File: src/rtl/cpu_defs_pkg.sv
// Shared CPU definitions: FSM state encodings, MUL opcode and default datapath width.
package cpu_defs;

   localparam int unsigned WIDTH_D_DEF = 32;
   localparam logic [5:0]  OP_MUL      = 6'b011100;

   typedef enum logic [1:0] {
      IDLE = 2'd0,
      BUSY = 2'd1,
      DONE = 2'd2
   } mul_state_e;

endpackage

File: src/rtl/mult_shift_add.sv
// Radix-2 shift-add datapath: accumulator, shifting multiplicand and multiplier.
// With MULT_EARLY_EXIT_EN defined it also reports when the multiplier runs out of ones.
module mult_shift_add
   import cpu_defs::*;
#(
   parameter int unsigned WIDTH_D = WIDTH_D_DEF
) (
   input  logic               clk,
   input  logic               rst_n,
   input  logic               load,
   input  logic               step,
   input  logic [WIDTH_D-1:0] mcand_i,
   input  logic [WIDTH_D-1:0] mplier_i,
`ifdef MULT_EARLY_EXIT_EN
   output logic               mplier_zero,
`endif
   output logic [WIDTH_D-1:0] acc_o
);

   logic [WIDTH_D-1:0] acc_q, acc_d;
   logic [WIDTH_D-1:0] mcand_q, mcand_d;
   logic [WIDTH_D-1:0] mplier_q, mplier_d;

   // Next-state: load clears the accumulator, step performs one iteration.
   always_comb begin
      acc_d    = acc_q;
      mcand_d  = mcand_q;
      mplier_d = mplier_q;
      if (load) begin
         acc_d    = '0;
         mcand_d  = mcand_i;
         mplier_d = mplier_i;
      end else if (step) begin
         if (mplier_q[0]) acc_d = acc_q + mcand_q;
         mcand_d  = mcand_q << 1;
         mplier_d = mplier_q >> 1;
      end
   end

   // Datapath registers with synchronous reset.
   always_ff @(posedge clk) begin
      if (!rst_n) begin
         acc_q    <= '0;
         mcand_q  <= '0;
         mplier_q <= '0;
      end else begin
         acc_q    <= acc_d;
         mcand_q  <= mcand_d;
         mplier_q <= mplier_d;
      end
   end

`ifdef MULT_EARLY_EXIT_EN
   // High when the multiplier will be zero after the iteration in progress.
   assign mplier_zero = (mplier_q[WIDTH_D-1:1] == '0);
`endif

   assign acc_o = acc_q;

endmodule

File: src/rtl/mult_seq_ctrl.sv
// EX-stage sequencer for the iterative MUL: FSM, iteration counter, stall/flush
// handling and result registers. Optional MULT_EARLY_EXIT_EN ends the multiply
// once the remaining multiplier bits are all zero.
module mult_seq_ctrl
   import cpu_defs::*;
#(
   parameter int unsigned WIDTH_D = WIDTH_D_DEF,
   parameter int unsigned CNT_W   = 6
) (
   input  logic               clk,
   input  logic               rst_n,
   input  logic               ex_valid,
   input  logic               mult_sel,
   input  logic               flush,
   input  logic [WIDTH_D-1:0] src_a,
   input  logic [WIDTH_D-1:0] src_b,
   output logic               stall,
   output logic               busy,
   output logic               res_valid,
   output logic [WIDTH_D-1:0] res
);

   mul_state_e         state_q, state_d;
   logic [CNT_W-1:0]   cnt_q, cnt_d;
   logic [WIDTH_D-1:0] res_q;
   logic [WIDTH_D-1:0] acc;
   logic               start, load, step;
`ifdef MULT_EARLY_EXIT_EN
   logic               mplier_zero;
`endif

   assign start = ex_valid & mult_sel & ~flush;

   mult_shift_add #(.WIDTH_D(WIDTH_D)) u_dp (
      .clk        (clk),
      .rst_n      (rst_n),
      .load       (load),
      .step       (step),
      .mcand_i    (src_a),
      .mplier_i   (src_b),
`ifdef MULT_EARLY_EXIT_EN
      .mplier_zero(mplier_zero),
`endif
      .acc_o      (acc)
   );

   // Next-state and datapath controls; DONE ignores start since the same
   // stalled instruction is still sitting in EX.
   always_comb begin
      state_d = state_q;
      cnt_d   = cnt_q;
      load    = 1'b0;
      step    = 1'b0;
      case (state_q)
         IDLE: begin
            if (start) begin
               load    = 1'b1;
               cnt_d   = '0;
               state_d = BUSY;
`ifdef MULT_EARLY_EXIT_EN
               if (src_b == '0) state_d = DONE;
`endif
            end
         end
         BUSY: begin
            step  = 1'b1;
            cnt_d = cnt_q + CNT_W'(1);
            if (flush)
               state_d = IDLE;
            else if (cnt_q == CNT_W'(WIDTH_D-1))
               state_d = DONE;
`ifdef MULT_EARLY_EXIT_EN
            else if (mplier_zero)
               state_d = DONE;
`endif
         end
         DONE:    state_d = IDLE;
         default: state_d = IDLE;
      endcase
   end

   // State, counter and held-result registers.
   always_ff @(posedge clk) begin
      if (!rst_n) begin
         state_q <= IDLE;
         cnt_q   <= '0;
         res_q   <= '0;
      end else begin
         state_q <= state_d;
         cnt_q   <= cnt_d;
         if (state_q == DONE && !flush) res_q <= acc;
      end
   end

   // Outputs are forced low during reset and by flush where applicable.
   assign stall     = rst_n & ~flush & (((state_q == IDLE) & start) | (state_q == BUSY));
   assign busy      = rst_n & (state_q != IDLE);
   assign res_valid = rst_n & ~flush & (state_q == DONE);
   assign res       = (state_q == DONE) ? acc : res_q;

endmodule

File: config.mk
export PLATFORM = sky130hd
export DESIGN_NAME = mult_seq_ctrl
export DESIGN_NICKNAME = d
export VERILOG_FILES = /design/src/rtl/cpu_defs_pkg.sv /design/src/rtl/mult_shift_add.sv /design/src/rtl/mult_seq_ctrl.sv
export SDC_FILE = /design/constraint.sdc
export NUM_CORES = 1
export LEC_CHECK = 0
export BUFFER_PORTS_ARGS = -buffer_cell sky130_fd_sc_hd__buf_2
export CAP_MARGIN = 0
export CORE_ASPECT_RATIO = 1.4
export CORE_UTILIZATION = 43
export DETAILED_ROUTE_END_ITERATION = 7
export GPL_TIMING_DRIVEN = 0
export SKIP_CTS_REPAIR_TIMING = 1
export SYNTH_ARGS = -nofsm -noshare
export SYNTH_HDL_FRONTEND = slang
export SYNTH_SLANG_ARGS = --single-unit
File: constraint.sdc
create_clock -name clk -period 5.05 [get_ports clk]
set_input_delay 0 -clock clk [delete_from_list [all_inputs] [get_ports clk]]
set_output_delay 0 -clock clk [all_outputs]
set_load 0.01 [all_outputs]
==> results list <==
* First-pass GRT wire length: around 32000 um
- Count of flip-flops with a built-in enable after synthesis: 0
* Max Clk Rate: 316 MHz
- The worst register-to-register path ends at u_dp.acc_o[28].
* Type of the worst setup path: flip-flop to flip-flop
- STA classifies the critical path startpoint as a flip-flop.
* Die area: roughly 0.017 sq mm
- Clock-pin slew was measured on the worst setup and hold paths at 0.05 ns.
* Worst hold slack after final layout: around 0.13 ns
- The Yosys step of the flow raised 0 warnings.
- The first detailed-routing pass ran for 7 iterations.
* Least-Margin Pin Slew: roughly 0.69 ns
- Final layout net count: roughly 1200
* Max-capacitance violation count: 0
* Overall routed net length: between 20000 and 25000 um
- Highest-count cells in the layout ignoring fill and taps: sky130_fd_sc_hd__nand2_1, sky130_fd_sc_hd__dfxtp_1, sky130_fd_sc_hd__buf_2
- Placeable Area: 0.0164 sq mm
* Number of placement rows: 55
- Along the worst hold path, the cell count comes to 3.
* Number of inserted diodes: 0
- The final-report max-slew violation count came to 0.
- Post-synth top area share: 37.4%
* Placed wire-length estimate: around 15000 um
- Proportion of layout cells with a drive suffix above 1: ~16%
- Min-Delay Startpoint: rst_n
- TritonCTS built the clock tree.
* Register-to-register setup slack: 1.89 ns
* Leakage power: approximately 0.0037 uW
* Run status: complete, but fails checks
- In this run the remaining antenna-violating nets after routing total 0.
- The number of antenna violations at the first check in global routing came to 0.
- The smallest clock period supported by the final layout is computed as about 3.2 ns.
* Beginning of the worst register-to-register path: u_dp.acc_o[0]
* Vertical extent of the die: about 160 um
- between 100 and 150 I/O pins were placed.
* Cell type with the highest aggregate area in the netlist: sky130_fd_sc_hd__dfxtp_1
- Data on the critical path arrives at its endpoint at ~3.5 ns.
* Peak supply drop: 198 uV
- In the final layout, the multi-input gates occupy ~0.0043 sq mm.
* Synthesized area per cell: approximately 8.4 sq um
- Endpoint class of the critical path: flip-flop
- In this run, CTS created clock tree buffers numbering 17.
- After routing the design area is between 0.009 and 0.01 sq mm.
- Area Growth Syn to Fin: 27.0%
* Violated checks: DRC
- The congestion estimate from routability-driven global placement came to between 0.8 and 0.9.
- By area the synthesized netlist is led by sky130_fd_sc_hd__dfxtp_1, sky130_fd_sc_hd__nand2_1, sky130_fd_sc_hd__a21boi_0.
- Min-Delay Endpoint: state_q[1]
- The most used flip-flop cell after synthesis is sky130_fd_sc_hd__dfxtp_1.
* Global route total overflow: 0
- Setup violations remaining at the end of the flow were counted as 0.
- Initial Utilization: between 40 and 50%
- The clock arrives with 0.00803 ns of skew.
* Clock Sink Count: between 100 and 150
* Maximum clock path buffer count: 2
- Synthesis produced a netlist with a net count of 971.
* Routed wire length per instance: 16.1 um
* RSZ-0062 raised after global routing: false
- The floorplan step set the die width to 112 um.
- Fill cells: approximately 1500
- Counting distinct cell types in the post-synthesis netlist gives 55.
- The later pin in the worst-skew pair is clocked with a latency of 0.43 ns.
* Non-Filler Instances: 1262
* Remaining routing DRC violations: 5
- The worst pin sits at a relative slew slack of 53.7%.
- Largest net degree at the start of global routing: 17
* Pwr dens: 271 mW/mm^2
* Number of violations reported at the end of detailed-routing iteration 0: 335
- The tightest min-delay check is of the primary input to flip-flop type.
- The number of cells on the worst reg-to-reg path is 11.
- Number of synthesized register bits: between 100 and 150
- Clock tree synthesis selected as its root buffer the cell sky130_fd_sc_hd__clkbuf_16.
* Instance area at placement: between 0.008 and 0.009 sq mm
- Counting tap cells, the placed design contains a total of between 1000 and 1500 instances.
* Port Buffer Count: between 100 and 150
* Final-report hold violation count: 0
- Number of vias after detailed routing: approximately 6700
- Global routing consumed, over all layers together, between 20% and 30% of the routing resources.
- Using the TritonRoute via totals, the vias-per-cell ratio works out to roughly 5.3.
- Clock H-tree levels: 4
* Syn Std Cell Area: roughly 0.0073 sq mm
- Period utilisation layout: a little over three fifths
- Reg area: 0.00272 sq mm
* Overall Power: between 2000 and 3000 uW
* Via count of the first global-routing pass: roughly 6300
* FFs w/ async S/R, synth: 0%
* Synth Instances: 869
* Largest fanout on the critical path: 4
* Fraction of the yosys area taken by sequential cells: between 30% and 40%
- For the worst setup path, the data required time is approximately 5.4 ns.
- The library cell used most frequently in the layout, excluding fill and tap cells, is sky130_fd_sc_hd__nand2_1.
* Sum of negative setup slack: 0 ns
through the flow:
step | utilization (%) | setup WS [ns]
detailed placement | 49.1 | 1.95
global route | 56.5 | 1.74
floorplan | - | 2.37
finish | 56.5 | 1.89
CTS | 52.5 | 1.92
global placement | 49.1 | 1.98
cell families (layout without fill, tap and decap cells):
kind of cell | after synthesis | in the layout | synth area share [%]
compound gates | 291 | 291 | 28.4
xor+xnor | 28 | 28 | 3.37
fa+ha+maj | 33 | 33 | 5.77
buf+inv | 66 | 260 | 3.83
flops | 136 | 136 | 37.4
mux | 33 | 33 | 5.09
simple gates | 282 | 282 | 16.2
flip-flops by register name, indices dropped and copies added (netlist names):
signal,cells
u_dp.mplier_q,32
state_q,2
u_dp.mcand_q,32
res_q,32
cnt_q,6
u_dp.acc_o,32
report_power, final:
group	leakage (uW)	internal (uW)	switching [uW]	total (uW)
Sequential	0.00110	1090	14.4	1110
Combinational	0.00234	93.6	96.8	190
Clock	0.000277	763	445	1210
Total	0.00372	1950	557	2510
routing by layer:
layer	GRT usage [%]	share of wire, %
met2	40.9	51
met1	27.0	43
met5	0	0
met3	4.04	3.4
met4	9.84	2.5
worst max path at each step:
stage	cells past startpoint	slack (ns)	endpoint	startpoint
final	11	1.89	u_dp.acc_o[28]	u_dp.acc_o[0]
after global routing	11	1.74	u_dp.acc_o[28]	u_dp.acc_o[0]
after CTS	11	1.92	u_dp.acc_o[28]	u_dp.acc_o[0]
after detailed placement	11	1.95	u_dp.acc_o[28]	u_dp.acc_o[0]
after global placement	11	1.98	u_dp.acc_o[28]	u_dp.acc_o[0]
after floorplan	11	2.37	u_dp.acc_o[20]	u_dp.acc_o[0]
area by class of cell:
| class | instances | area share (%) |
|---|---|---|
| Multi-Input combinational cell | 667 | 46.3 |
| Timing Repair Buffer | 167 | 12.6 |
| Buffer | 64 | 2.93 |
| Sequential cell | 136 | 29.4 |
| Clock inverter | 4 | 0.757 |
| Clock buffer | 23 | 5.27 |
| Inverter | 2 | 0.0811 |
| Tap cell | 199 | 2.69 |
critical path: stages (launching register included):
cell	delay, ns
sky130_fd_sc_hd__dfxtp_1	0.33
sky130_fd_sc_hd__ha_1	0.23
sky130_fd_sc_hd__fa_1	0.42
sky130_fd_sc_hd__a21o_1	0.23
sky130_fd_sc_hd__a221oi_2	0.40
sky130_fd_sc_hd__o2111ai_1	0.26
sky130_fd_sc_hd__and2_1	0.25
sky130_fd_sc_hd__o2bb2ai_1	0.24
sky130_fd_sc_hd__o21ai_0	0.19
sky130_fd_sc_hd__a21oi_1	0.11
sky130_fd_sc_hd__xnor2_1	0.15
sky130_fd_sc_hd__a211oi_1	0.25
cells in the mapped netlist (9+ instances only):
master and instances:
sky130_fd_sc_hd__nor2_1 23, sky130_fd_sc_hd__nand3_1 12, sky130_fd_sc_hd__xnor2_1 19, sky130_fd_sc_hd__xor2_1 9, sky130_fd_sc_hd__dfxtp_1 136, sky130_fd_sc_hd__ha_1 32, sky130_fd_sc_hd__a21o_1 18, sky130_fd_sc_hd__mux2_2 32
sky130_fd_sc_hd__a21boi_0 98, sky130_fd_sc_hd__clkbuf_1 53, sky130_fd_sc_hd__a22oi_1 62, sky130_fd_sc_hd__nand2_1 207, sky130_fd_sc_hd__a21oi_1 55, sky130_fd_sc_hd__o21ai_0 17
Power figures use the tool's default switching activity.
